==> src/rtl/pcs_rx.sv <==
// 100BASE-X receive PCS: finds /J/K/ in the descrambled bit stream, decodes 4B/5B
// groups onto an MII-style nibble interface and reports false carrier.
module pcs_rx #(
    parameter int FALSE_CARRIER_IDLES = 10
) (
    input  logic       clk,
    input  logic       rst_n,
    input  logic [1:0] bits,
    input  logic [1:0] bits_valid,
    input  logic       locked,
    output logic [3:0] rxd,
    output logic       rxd_valid,
    output logic       rx_dv,
    output logic       rx_er,
    output logic       crs
);
    localparam int         CW = $clog2(FALSE_CARRIER_IDLES + 1);
    localparam logic [9:0] JK = 10'b1100010001;

    typedef enum logic [2:0] {IDLE, CAPTURE, DATA, END, FALSE_CARRIER} state_t;

    // Bit-level state plus the events raised while consuming this cycle's bits.
    typedef struct packed {
        state_t          state;
        logic [9:0]      window;
        logic [3:0]      cnt;
        logic [CW-1:0]   ones;
        logic            strobe;
        logic            err;
        logic [3:0]      data;
        logic            jk;
        logic            close;
        logic            close_next;
    } step_t;

    state_t        state;
    logic [9:0]    window;
    logic [3:0]    cnt;
    logic [CW-1:0] ones;
    logic          jk_pend;
    logic          drop_pend;
    step_t         cur, mid, nxt;

    // Returns {valid, nibble}.
    function automatic logic [4:0] decode(input logic [4:0] g);
        case (g)
            5'b11110: return 5'h10;  5'b01001: return 5'h11;
            5'b10100: return 5'h12;  5'b10101: return 5'h13;
            5'b01010: return 5'h14;  5'b01011: return 5'h15;
            5'b01110: return 5'h16;  5'b01111: return 5'h17;
            5'b10010: return 5'h18;  5'b10011: return 5'h19;
            5'b10110: return 5'h1A;  5'b10111: return 5'h1B;
            5'b11010: return 5'h1C;  5'b11011: return 5'h1D;
            5'b11100: return 5'h1E;  5'b11101: return 5'h1F;
            default:  return 5'h00;
        endcase
    endfunction

    function automatic logic split_zeros(input logic [9:0] w);
        logic hit;
        hit = 1'b0;
        for (int i = 0; i < 8; i++)
            for (int j = i + 2; j < 10; j++)
                if (!w[i] && !w[j]) hit = 1'b1;
        return hit;
    endfunction

    function automatic step_t step(input step_t s, input logic b);
        step_t      n;
        logic [4:0] dec;
        n        = s;
        n.window = {s.window[8:0], b};
        dec      = decode(n.window[4:0]);
        case (s.state)
            IDLE: if (!b) begin
                n.state = CAPTURE;
                n.cnt   = '0;
            end
            CAPTURE: begin
                n.cnt = s.cnt + 4'd1;
                if (n.cnt == 4'd7) begin
                    n.cnt = '0;
                    if (n.window == JK) begin
                        n.state = DATA;
                        n.jk    = 1'b1;
                    end else if (split_zeros(n.window)) begin
                        n.state = FALSE_CARRIER;
                        n.ones  = '0;
                    end else begin
                        n.state = IDLE;
                    end
                end
            end
            DATA, END: begin
                n.cnt = s.cnt + 4'd1;
                if (n.cnt == 4'd5) begin
                    n.cnt = '0;
                    if (s.state == END) begin
                        n.state = IDLE;
                        if (n.window[4:0] == 5'b00111) begin
                            n.close = 1'b1;
                        end else begin
                            n.strobe = 1'b1; n.err = 1'b1; n.data = '0; n.close_next = 1'b1;
                        end
                    end else if (dec[4]) begin
                        n.strobe = 1'b1; n.err = 1'b0; n.data = dec[3:0];
                    end else if (n.window[4:0] == 5'b01101) begin
                        n.state = END;
                    end else if (n.window[4:0] == 5'b11111) begin
                        n.strobe = 1'b1; n.err = 1'b1; n.data = '0; n.close_next = 1'b1;
                        n.state  = IDLE;
                    end else begin
                        n.strobe = 1'b1; n.err = 1'b1; n.data = '0;
                    end
                end
            end
            FALSE_CARRIER: begin
                if (b) begin
                    n.ones = s.ones + CW'(1);
                    if (n.ones == CW'(FALSE_CARRIER_IDLES)) begin
                        n.state = IDLE;
                        n.ones  = '0;
                        n.close = 1'b1;
                    end
                end else begin
                    n.ones = '0;
                end
            end
            default: n.state = IDLE;
        endcase
        return n;
    endfunction

    // NOTE: both bits of a cycle are folded through step() with blocking semantics,
    // so a bit that finishes one state is seen by the next state in the same cycle.
    always_comb begin
        cur        = '0;
        cur.state  = state;
        cur.window = window;
        cur.cnt    = cnt;
        cur.ones   = ones;
        mid = (bits_valid == 2'b01 || bits_valid == 2'b10) ? step(cur, bits[1]) : cur;
        nxt = (bits_valid == 2'b10) ? step(mid, bits[0]) : mid;
    end

    always_ff @(posedge clk or negedge rst_n) begin
        if (!rst_n) begin
            state <= IDLE;  window <= '1;  cnt <= '0;  ones <= '0;
            jk_pend <= 1'b0;  drop_pend <= 1'b0;
            rxd <= '0;  rxd_valid <= 1'b0;  rx_dv <= 1'b0;  rx_er <= 1'b0;  crs <= 1'b0;
        end else if (!locked) begin
            state <= IDLE;  window <= '1;  cnt <= '0;  ones <= '0;
            jk_pend <= 1'b0;  drop_pend <= 1'b0;
            rxd <= '0;  rxd_valid <= 1'b0;  rx_dv <= 1'b0;  rx_er <= 1'b0;  crs <= 1'b0;
        end else begin
            state     <= nxt.state;
            window    <= nxt.window;
            cnt       <= nxt.cnt;
            ones      <= nxt.ones;
            jk_pend   <= nxt.jk;
            drop_pend <= nxt.close_next;
            rxd_valid <= 1'b0;
            rx_er     <= (nxt.state == FALSE_CARRIER);
            if (drop_pend) begin
                rx_dv <= 1'b0;  crs <= 1'b0;  rxd <= '0;
            end
            if (jk_pend) begin
                rxd_valid <= 1'b1;  rxd <= 4'b0101;
            end
            if (nxt.jk) begin
                rxd_valid <= 1'b1;  rxd <= 4'b0101;  rx_dv <= 1'b1;  crs <= 1'b1;
            end
            if (nxt.strobe) begin
                rxd_valid <= 1'b1;  rxd <= nxt.data;  rx_er <= nxt.err;
            end
            if (nxt.close) begin
                rx_dv <= 1'b0;  crs <= 1'b0;  rxd <= '0;
            end
            if (nxt.state == FALSE_CARRIER && state != FALSE_CARRIER) begin
                crs <= 1'b1;  rx_dv <= 1'b0;  rxd <= 4'b1110;
            end
        end
    end
endmodule

==> config.mk <==
export PLATFORM = sky130hd
export DESIGN_NAME = pcs_rx
export DESIGN_NICKNAME = d
export VERILOG_FILES = /design/src/rtl/pcs_rx.sv
export SDC_FILE = /design/constraint.sdc
export NUM_CORES = 1
export LEC_CHECK = 0
export CAP_MARGIN = 0
export CORE_ASPECT_RATIO = 2
export CORE_MARGIN = 4
export CORE_UTILIZATION = 30
export CTS_CLUSTER_DIAMETER = 60
export DETAILED_ROUTE_END_ITERATION = 8
export DONT_BUFFER_PORTS = 1
export PLACE_DENSITY = 0.46
export SYNTH_ARGS = -nofsm -noshare
export SYNTH_HDL_FRONTEND = slang
export SYNTH_SLANG_ARGS = --single-unit
==> constraint.sdc <==
create_clock -name clk -period 6 [get_ports clk]
set_input_delay 0.9 -clock clk [delete_from_list [all_inputs] [get_ports clk]]
set_output_delay 0.9 -clock clk [all_outputs]
set_load 0.005 [all_outputs]
==> flow_summary_export.csv <==
group,metric,value,unit
global_route,grt.overflow.total,0,
layout,final_nets,460,
floorplanning,initial_core_util,30.64,%
floorplanning,die_x,83.92,um
timing,holdWs,316.7,ps
run_status,outcome,"finished, final reports clean",
layout,n_fill_cell,1253,
synth,yosys.area.top_type,"dfrtp_1",
cts,post_cts_buffers,0,
flow_run,cap_viol_max_count,0,
setup_path,worstReg2RegEnd,"rxd[0]",
setup_path,slowest_delay,480,ps
timing,fin_setup_tns,0,ps
cts,cts_resized,0,
setup_path,end_kind,"flop",
drt,finalWirelength,11670,um
global_route,antenna_found_initial,0,
cts,hold_buffers,0,
global_route,grt_pass1_vias,3461,
floorplanning,io_pins,15,
cts,h-tree-depth,2,
drt,wl_per_cell,20.16,um
drt,num_vias,3378,
drt,drc_errors,0,
setup_path,reg2regPathDepth,14,
layout,final_cell_mix,"nand2_1 (49), nor2_1 (41), o21ai_0 (33)",
cts,path_clk_slew,60,ps
worst_hold_path,hold_class,"input port to async pin",
setup_path,regToRegSetupSlack,1880,ps
setup_path,reg2reg_from,"cnt[1]",
timing,setup_viol,0,
global_route,grt_start_max_net_pins,39,
synth,ys_seq_area_share,22.03,%
synth,yosysUniqueCellTypes,74,
cts,cts_sinks,30,
timing,min_period,4229,ps
synth,synth_edf_count,0,
setup_path,cp-startpoint,"bits_valid[0]",
floorplanning,fp.coreArea,0.01129,mm2
setup_path,crit_end,"rxd[0]",
synth,synth_top_area_share,15.20,%
setup_path,crit_chain,"inv_1 -> ha_1 -> buf_4 -> nor2_1 -> nand2b_1 -> mux2i_1 -> inv_1 -> ha_1 -> or3_1 -> nand4_2 -> o41ai_4 -> nor4_2 -> nand3_1 -> a211oi_2",
timing,worstMarginPinSlew,705.9,ps
pwr,ir_worst_vdd,0.0001070,V
layout,antenna_cells,0,
drt,first_iter_violations,164,
timing,hold_viol,0,
floorplanning,fp-row-count,55,
floorplanning,fp.dieH,159.8,um
layout,final_common_cell,"nand2_1",
synth,ys_async_sr_fraction,100.0,%
timing,period_share,70.48,%
pwr,power_switching,0.2246,mW
pwr,sw_frac_of_total,31.98,%
synth,yosysWarnings,0,
cts,clk_latency,280,ps
cts,clockRootBuffer,"clkbuf_16",
timing,drv_slew,0,
timing,relSlewSlack,51.60,%
timing,max_freq,236.5,MHz
floorplanning,die-area,0.01341,mm2
layout,area_growth,7.019,%
synth,ys_ff_latch,30,
setup_path,path_max_fanout,38,
timing,fin_worst_skew,5.280,ps
synth,netlist_top_cells_area,"dfrtp_1 (15%), dfstp_2 (6.8%), ha_1 (6.2%)",
synth,avgSynthCellArea,7.601,um2
pwr,pwr-share-seq,33.2,%
synth,synthesis.instances,455,
cts,numCtsBuffers,5,
synth,syn_area,0.003458,mm2
synth,syn-num-nets,479,
setup_path,path_delay_family,"simple AND/OR/NAND/NOR gates",
setup_path,critPathBufInv,3,
layout,drive_above_1_share,9.840,%
global_route,grt_usage,17.44,%
pwr,clockPowerShare,43.5,%
cts,cts_tree,"done",
setup_path,critPathLaunchType,"input port",
pwr,power_density,189.7,mW/mm2
setup_path,slowest_stage,"nor4_2",
setup_path,crit_arrival,4420,ps
placement,dp_hpwl,9024,um
pwr,p_leak,1.500,nW
global_route,grt_pass1_wl,18550,um
drt,antenna_left,0,
pwr,p_int,0.4777,mW
drt,firstDrtPassIters,4,
synth,ys.flop_type,"dfrtp_1",
placement,place_congestion,0.8561,
pwr,combPwrFrac,23.3,%
setup_path,crit_type,"input port to flop",
drt,vias_per_cell,5.834,
timing,rsz0062_at_grt,"false",
setup_path,cp.required,6190,ps
setup_path,crit_cells,14,
cts,cts.path.max_buffers,2,
placement,portBuffers,0,
[per-layer routing]
layer	vias up	part of all wire, %	track usage, %
li1	1650	-	-
met1	1618	35	16.08
met2	75	56	34.63
met3	35	2.4	1.807
met4	0	5.7	11.42
met5	-	0	0
[worst min-delay path by stage]
stage | to | slack, ps | cells past startpoint
floorplan | rxd_valid | 500 | 2
global placement | rxd_valid | 570 | 2
detailed placement | rxd_valid | 570 | 2
CTS | drop_pend | 310 | 0
global route | cnt[2] | 310 | 0
finish | cnt[2] | 320 | 0
[stage by stage]
stage	instance area, um2	worst slack (ps)	std cells	total power [mW]	util (%)
after floorplan	3458	2190	455	0.3603	-
after global placement	3528	1597	571	0.3976	31.26
after detailed placement	3528	1508	571	0.3983	31.26
after CTS	3701	1791	579	0.7092	32.79
after global routing	3701	1422	579	0.7352	32.79
final	3701	1771	579	0.7023	32.79
[area by class of cell]
cell class	count	area, um2	area share, %
clock buffer	7	142.6	3.854
clock inverter	1	30.03	0.8114
inverter	22	82.58	2.231
multi-input combinational	375	2491	67.31
sequential	30	762.0	20.59
tap	142	177.7	4.801
timing repair buffer	2	15.01	0.4057
[cells in the mapped netlist, drive strengths merged, types with 4 or more instances]
cell	count
a211oi	9
a21o	4
a21oi	27
a22o	6
a22oi	4
a31oi	13
and2	7
and3	11
buf	13
clkbuf	15
dfrtp	21
dfstp	9
ha	17
inv	22
mux2	4
mux2i	10
nand2	50
nand2b	8
nand3	24
nand4	5
nor2	41
nor2b	8
nor3	14
nor4	6
o211ai	8
o21ai	37
o22ai	4
or3	5
xor2	4
[power groups by stage]
stage / combinational (mW) / sequential, mW / clock (mW)
3_3_place_gp: 0.162 / 0.236 / 0
5_1_grt: 0.181 / 0.235 / 0.319
6_report: 0.164 / 0.233 / 0.306
2_1_floorplan: 0.140 / 0.220 / 0
3_5_place_dp: 0.162 / 0.236 / 0
4_1_cts: 0.164 / 0.233 / 0.313
[kinds of logic (layout without fill, tap and decap cells)]
group                    Yosys count  after routing  share of synthesized area (%)
multiplexers                      14             14                          4.197
AO/OA/AOI/OAI                    144            144                          30.36
buffers and inverters             50             32                          5.933
flip-flops                        30             30                          22.03
adder cells (fa/ha/maj)           17             17                          6.150
AND/OR/NAND/NOR                  195            195                          30.07
XOR/XNOR                           5              5                          1.266
[worst reg2reg max path: stages (launching register included)]
cell and delay, ps:
dfrtp_1 450, ha_1 280, and2b_4 320, a21boi_4 80, o211ai_1 270, a21oi_1 170
mux2i_1 370, inv_1 100, ha_1 240, or3_1 390, nand4_2 320, o41ai_4 170
nor4_2 480, nand3_1 150, a211oi_2 240
[sequential cells by signal (all words and copies together) (netlist names)]
signal and cells:
window 9, cnt 4, ones 4, rxd 4
state 3, crs 1, drop_pend 1, jk_pend 1
rx_dv 1, rx_er 1, rxd_valid 1
Power figures use the tool's default switching activity.
